**config.mk**
```make
export PLATFORM = sky130hd
export DESIGN_NAME = instr_decode_ctrl
export DESIGN_NICKNAME = d
export VERILOG_FILES = /design/src/rtl/instr_decode_ctrl.sv
export SDC_FILE = /design/constraint.sdc
export NUM_CORES = 1
export LEC_CHECK = 0
export BUFFER_PORTS_ARGS = -buffer_cell sky130_fd_sc_hd__buf_2
export CORE_ASPECT_RATIO = 2
export CORE_MARGIN = 2
export CORE_UTILIZATION = 49
export DETAILED_ROUTE_END_ITERATION = 6
export GPL_ROUTABILITY_DRIVEN = 0
export PLACE_DENSITY_LB_ADDON = 0.15
export SYNTH_ARGS = -nofsm -noshare
export SYNTH_HDL_FRONTEND = slang
export SYNTH_SLANG_ARGS = --single-unit
export TNS_END_PERCENT = 30
```
**constraint.sdc**
```tcl
create_clock -name Clk -period 2 [get_ports Clk]
set_input_delay 0.2 -clock Clk [delete_from_list [all_inputs] [get_ports Clk]]
set_output_delay 0.2 -clock Clk [all_outputs]
set_load 0.03 [all_outputs]
```
**src/rtl/instr_decode_ctrl.sv**
```systemverilog
// rtl/instr_decode_ctrl.sv - 16-bit instruction decoder and 3-state sequencer for the ALU datapath.
// Define PSR_LATCH_EN to latch ALU Flags into Psr on EXEC; otherwise Psr is tied to zero.
module instr_decode_ctrl #(
  parameter int IMM_W = 8,
  parameter int OP_W  = 5
) (
  input  logic            Clk,
  input  logic            Rst,
  input  logic            InstrValid,
  output logic            InstrReady,
  input  logic [15:0]     Instr,
  input  logic [4:0]      Flags,
  output logic [3:0]      RdestRegLoc,
  output logic [3:0]      RsrcRegLoc,
  output logic [15:0]     Imm,
  output logic            Imm_s,
  output logic [OP_W-1:0] OpCode,
  output logic            En,
  output logic            Illegal,
  output logic [4:0]      Psr
);

  typedef enum logic [1:0] {IDLE, DECODE, EXEC} state_t;
  state_t state;

  logic [IMM_W-1:0] immField;
  logic [3:0]       key;
  logic             immForm;
  logic             decLegal;
  logic             decCmp;
  logic             decNoFlags;
  logic [OP_W-1:0]  decOp;
  logic [15:0]      decImm;
  logic             enPending;

  // Immediate forms reuse the register-form opext encodings in the op field.
  always_comb begin
    immField   = Instr[IMM_W-1:0];
    immForm    = (Instr[15:12] != 4'b0000);
    key        = immForm ? Instr[15:12] : Instr[7:4];
    decLegal   = 1'b1;
    decCmp     = 1'b0;
    decNoFlags = 1'b0;
    decOp      = '0;
    decImm     = 16'($signed(immField));
    case (key)
      4'b0101: decOp = OP_W'(0);
      4'b1001: decOp = OP_W'(1);
      4'b1011: begin
        decOp  = OP_W'(2);
        decCmp = 1'b1;
      end
      4'b0001: begin
        decOp  = OP_W'(3);
        decImm = 16'(immField);
      end
      4'b0010: begin
        decOp  = OP_W'(4);
        decImm = 16'(immField);
      end
      4'b0011: begin
        decOp  = OP_W'(5);
        decImm = 16'(immField);
      end
      4'b1101: begin
        decOp      = OP_W'(6);
        decNoFlags = 1'b1;
      end
      4'b1111: begin
        if (immForm) begin
          decOp      = OP_W'(7);
          decImm     = 16'({immField, 8'h00});
          decNoFlags = 1'b1;
        end else begin
          decLegal = 1'b0;
        end
      end
      default: decLegal = 1'b0;
    endcase
  end

`ifdef PSR_LATCH_EN
  logic psrPending;
`else
  logic unusedFlags;
  assign unusedFlags = ^Flags;
  assign Psr = '0;
`endif

  // Decoded outputs are registered on the accept edge so they are stable for all of DECODE and EXEC.
  always_ff @(posedge Clk or posedge Rst) begin
    if (Rst) begin
      state       <= IDLE;
      InstrReady  <= 1'b1;
      RdestRegLoc <= '0;
      RsrcRegLoc  <= '0;
      Imm         <= '0;
      Imm_s       <= 1'b0;
      OpCode      <= '0;
      En          <= 1'b0;
      Illegal     <= 1'b0;
      enPending   <= 1'b0;
`ifdef PSR_LATCH_EN
      psrPending  <= 1'b0;
      Psr         <= '0;
`endif
    end else begin
      case (state)
        IDLE: begin
          En <= 1'b0;
          if (InstrValid && InstrReady) begin
            InstrReady <= 1'b0;
            state      <= DECODE;
            if (decLegal) begin
              RdestRegLoc <= Instr[11:8];
              RsrcRegLoc  <= Instr[3:0];
              OpCode      <= decOp;
              Imm_s       <= immForm;
              if (immForm) Imm <= decImm;
              enPending   <= !decCmp;
            end else begin
              Illegal   <= 1'b1;
              enPending <= 1'b0;
            end
`ifdef PSR_LATCH_EN
            psrPending <= decLegal && !decNoFlags;
`endif
          end
        end
        DECODE: begin
          En    <= enPending;
          state <= EXEC;
        end
        EXEC: begin
          En         <= 1'b0;
          InstrReady <= 1'b1;
          state      <= IDLE;
`ifdef PSR_LATCH_EN
          if (psrPending) Psr <= Flags;
`endif
        end
        default: begin
          En         <= 1'b0;
          InstrReady <= 1'b1;
          state      <= IDLE;
        end
      endcase
    end
  end

endmodule

```
==> run_results.csv <==
group,metric,value,unit
finish,antenna_cells,0,
logic_synthesis,yosys.area.top_type_share,47.69,%
logic_synthesis,ys_seq_area_share,49.21,%
timing,fin_setup_tns,0,ps
setup_path,worstPathMaxFanout,11,
floorplanning,fp.coreArea,3378,um^2
floorplanning,die_h,88.07,um
run,max-cap-violations,0,
logic_synthesis,synth_area_per_cell,10.96,um^2
timing,fin_hold_ws,-1.136,ps
floorplanning,io_pins,62,
logic_synthesis,synth_top_cell_by_area,"dfrtp_1",
setup_path,worst_path_dominant_cell_family,"compound AO/OA/AOI/OAI gates",
global_routing,grt_pass1_wl,5464,um
cts,cts_tree,"built",
setup_path,crit_chain,"buf_2 > or2_2 > o221ai_1 > o221ai_4 > nand2_4 > mux2_1",
pwr,internal_power,1.820,mW
floorplanning,rows,30,
global_routing,antenna_found_initial,0,
drt,first_pass_iters,4,
pwr,switching_share,43.90,%
logic_synthesis,synth_top_family_by_area,"multiplexers",
setup_path,crit_path_start,"Instr[13]",
drt,drt-total-wl,3445,um
drt,via_count,1305,
cts,cts_resized,0,
logic_synthesis,synth_flop_cell,"dfrtp_1",
setup_path,path_depth,6,
finish,num-nets-final,236,
pwr,pwr-share-clk,16.1,%
cts,postCtsHoldBufs,0,
logic_synthesis,synthSimpleGateAreaFrac,10.04,%
logic_synthesis,synthTopCellsByArea,"dfrtp_1 48%, mux2i_1 8.7%, mux2_4 7.8%",
hold_path,hp-class,"input port to async pin",
cts,cts_root_buffer,"clkbuf_8",
cts,post_cts_buffers,0,
cts,clk_latency,280,ps
pwr,power_density,1555,nW/um^2
timing,period_share,82.17,%
cts,numCtsBuffers,5,
logic_synthesis,syn_inst,158,
global_routing,gr-total-overflow,0,
drt,antenna_left,0,
cts,cts_sinks,34,
finish,syn2layout_area_growth,20.45,%
pwr,power_frac_comb,47.6,%
drt,drt_iter0_markers,44,
finish,final_layout_size_suffix_gt1_share,36.62,%
logic_synthesis,synth-compound-area-share,11.78,%
timing,period_minus_slack,1643,ps
global_routing,grtUsageTotal,18.26,%
drt,via_per_inst,5.327,
logic_synthesis,muxShareOfSynthArea,17.77,%
timing,grt_setup_unrepaired,"false",
logic_synthesis,synth_warnings,0,
setup_path,cp_num_buf_inv,1,
floorplanning,die_x,46.04,um
setup_path,r2r_end,"RdestRegLoc[2]$_DFFE_PP0P_",
pwr,p_leak,1.209,nW
timing,final-max-slew-violation-count,0,
global_routing,grt_start_max_net_pins,35,
setup_path,cp_data_required_time,2160,ps
timing,finalSetupViolations,0,
floorplanning,initial_core_util,51.26,%
logic_synthesis,synth.most_common_cell,"dfrtp_1",
place,pre_cts_ws,56.51,ps
drt,route.detailed.drc,0,
setup_path,critPathMaxStageDelay,340,ps
logic_synthesis,synth_edf_count,0,
run_status,violations,"negative hold slack",
logic_synthesis,synth.distinct_cells,34,
timing,fin_ws,356.6,ps
logic_synthesis,async_flop_share,100.0,%
pwr,ir_drop,0.0006384,V
setup_path,worstSetupStartpointType,"input port",
floorplanning,dieArea,4054,um^2
cts,h-tree-depth,2,
cts,clockBufferDepth,2,
global_routing,grt_pass1_vias,1256,
setup_path,cp_slowest_cell,"mux2_1",
logic_synthesis,syn_area,1732,um^2
place,place_hpwl,2708,um
setup_path,endpoint_kind,"flip-flop",
logic_synthesis,synthXorXnorAreaFrac,0.5058,%
pwr,p_switching,1.424,mW
pwr,power_frac_seq,36.3,%
place,io_buffers,49,
logic_synthesis,synthAdderAreaFrac,0,%
drt,post_drt_wl_per_cell,14.06,um
setup_path,rr_startpoint,"InstrReady$_DFFE_PP1P_",
setup_path,r2r_cells,4,
timing,finClkSkew,5.836,ps
setup_path,rrSetupSlack,470,ps
logic_synthesis,ys_ff_latch,34,
setup_path,crit_type,"input port to flip-flop",
setup_path,critPathArrivalTime,1810,ps
timing,max_freq,0.6085,GHz
cts,clkTransAtPathRegs,70,ps
run_status,status,"finished, violations left",
timing,hold_violations,3,
logic_synthesis,ys_top_cells_by_count,"33 x dfrtp_1, 20 x inv_1, 15 x mux2i_1, 14 x nand2_1, 11 x a21oi_1",
==> stage by stage <==
step	instance area, um^2	std cells	hold slack, ps	total power, mW	utilization [%]
floorplan	1754	164	331.7	2.314	-
global placement	1991	237	296.3	2.705	58.93
detailed placement	1991	237	323.7	2.757	58.93
CTS	2086	245	12.76	3.286	61.74
global route	2086	245	38.39	3.445	61.74
finish	2086	245	-1.136	3.244	61.74
==> routing by layer <==
layer | part of all wire, % | vias to the layer above | global-route usage (%)
li1 | - | 624 | -
met1 | 38 | 622 | 20.52
met2 | 54 | 48 | 30.81
met3 | 5.0 | 11 | 3.711
met4 | 2.8 | 0 | 9.610
met5 | 0 | - | 0
==> worst register-to-register path: cells and delay by family, from the launching register on <==
family	cells	cell delay (ps)
simple gates	2	320
buf+inv	1	200
mux	1	350
flops	1	540
==> sequential cells by signal, summed over array words and instances (netlist names) <==
name         count
enPending        1
En               1
Illegal          1
Imm_s            1
OpCode           3
InstrReady       1
state            2
RdestRegLoc      4
Imm             16
RsrcRegLoc       4
==> cell families after synthesis <==
logic type                Yosys count
other                               1
DFF                                34
xor gates and xnor gates            1
muxes                              26
and+or+nand+nor                    33
buffers and inverters              34
AOI/OAI and AO/OA                  29
==> final cells by class <==
cell class	instances	area, um^2
fill	285	1292
sequential	34	852.1
multi-input combinational	96	720.7
timing repair buffer	55	302.8
clock buffer	6	82.58
inverter	20	75.07
tap	32	40.04
clock inverter	2	12.51
==> placed cells by master, fill, tap and decap left out, types with 5 or more instances in the layout <==
cell type,count
buf_2,49
dfrtp_1,33
inv_1,20
mux2i_1,15
nand2_1,14
a21oi_1,11
mux2_4,9
nor2_1,8
conb_1,7
clkbuf_8,6
o21ai_0,5
buf_4,5
==> power groups by stage <==
stage | logic [mW] | registers [mW] | clock network (mW)
3_5_place_dp | 1.56 | 1.19 | 0
2_1_floorplan | 0.526 | 1.79 | 0
3_3_place_gp | 1.53 | 1.17 | 0
6_report | 1.55 | 1.18 | 0.521
4_1_cts | 1.57 | 1.18 | 0.539
5_1_grt | 1.65 | 1.22 | 0.569
==> how the worst max path moves through the flow <==
stage | slack (ps) | to
5_1_grt | 260 | RdestRegLoc[2]$_DFFE_PP0P_
4_1_cts | 360 | RdestRegLoc[2]$_DFFE_PP0P_
6_report | 360 | RdestRegLoc[2]$_DFFE_PP0P_
3_3_place_gp | 80 | RdestRegLoc[2]$_DFFE_PP0P_
3_5_place_dp | 60 | RdestRegLoc[2]$_DFFE_PP0P_
2_1_floorplan | 230 | OpCode[0]$_DFFE_PP0P_
Power figures use the tool's default switching activity.
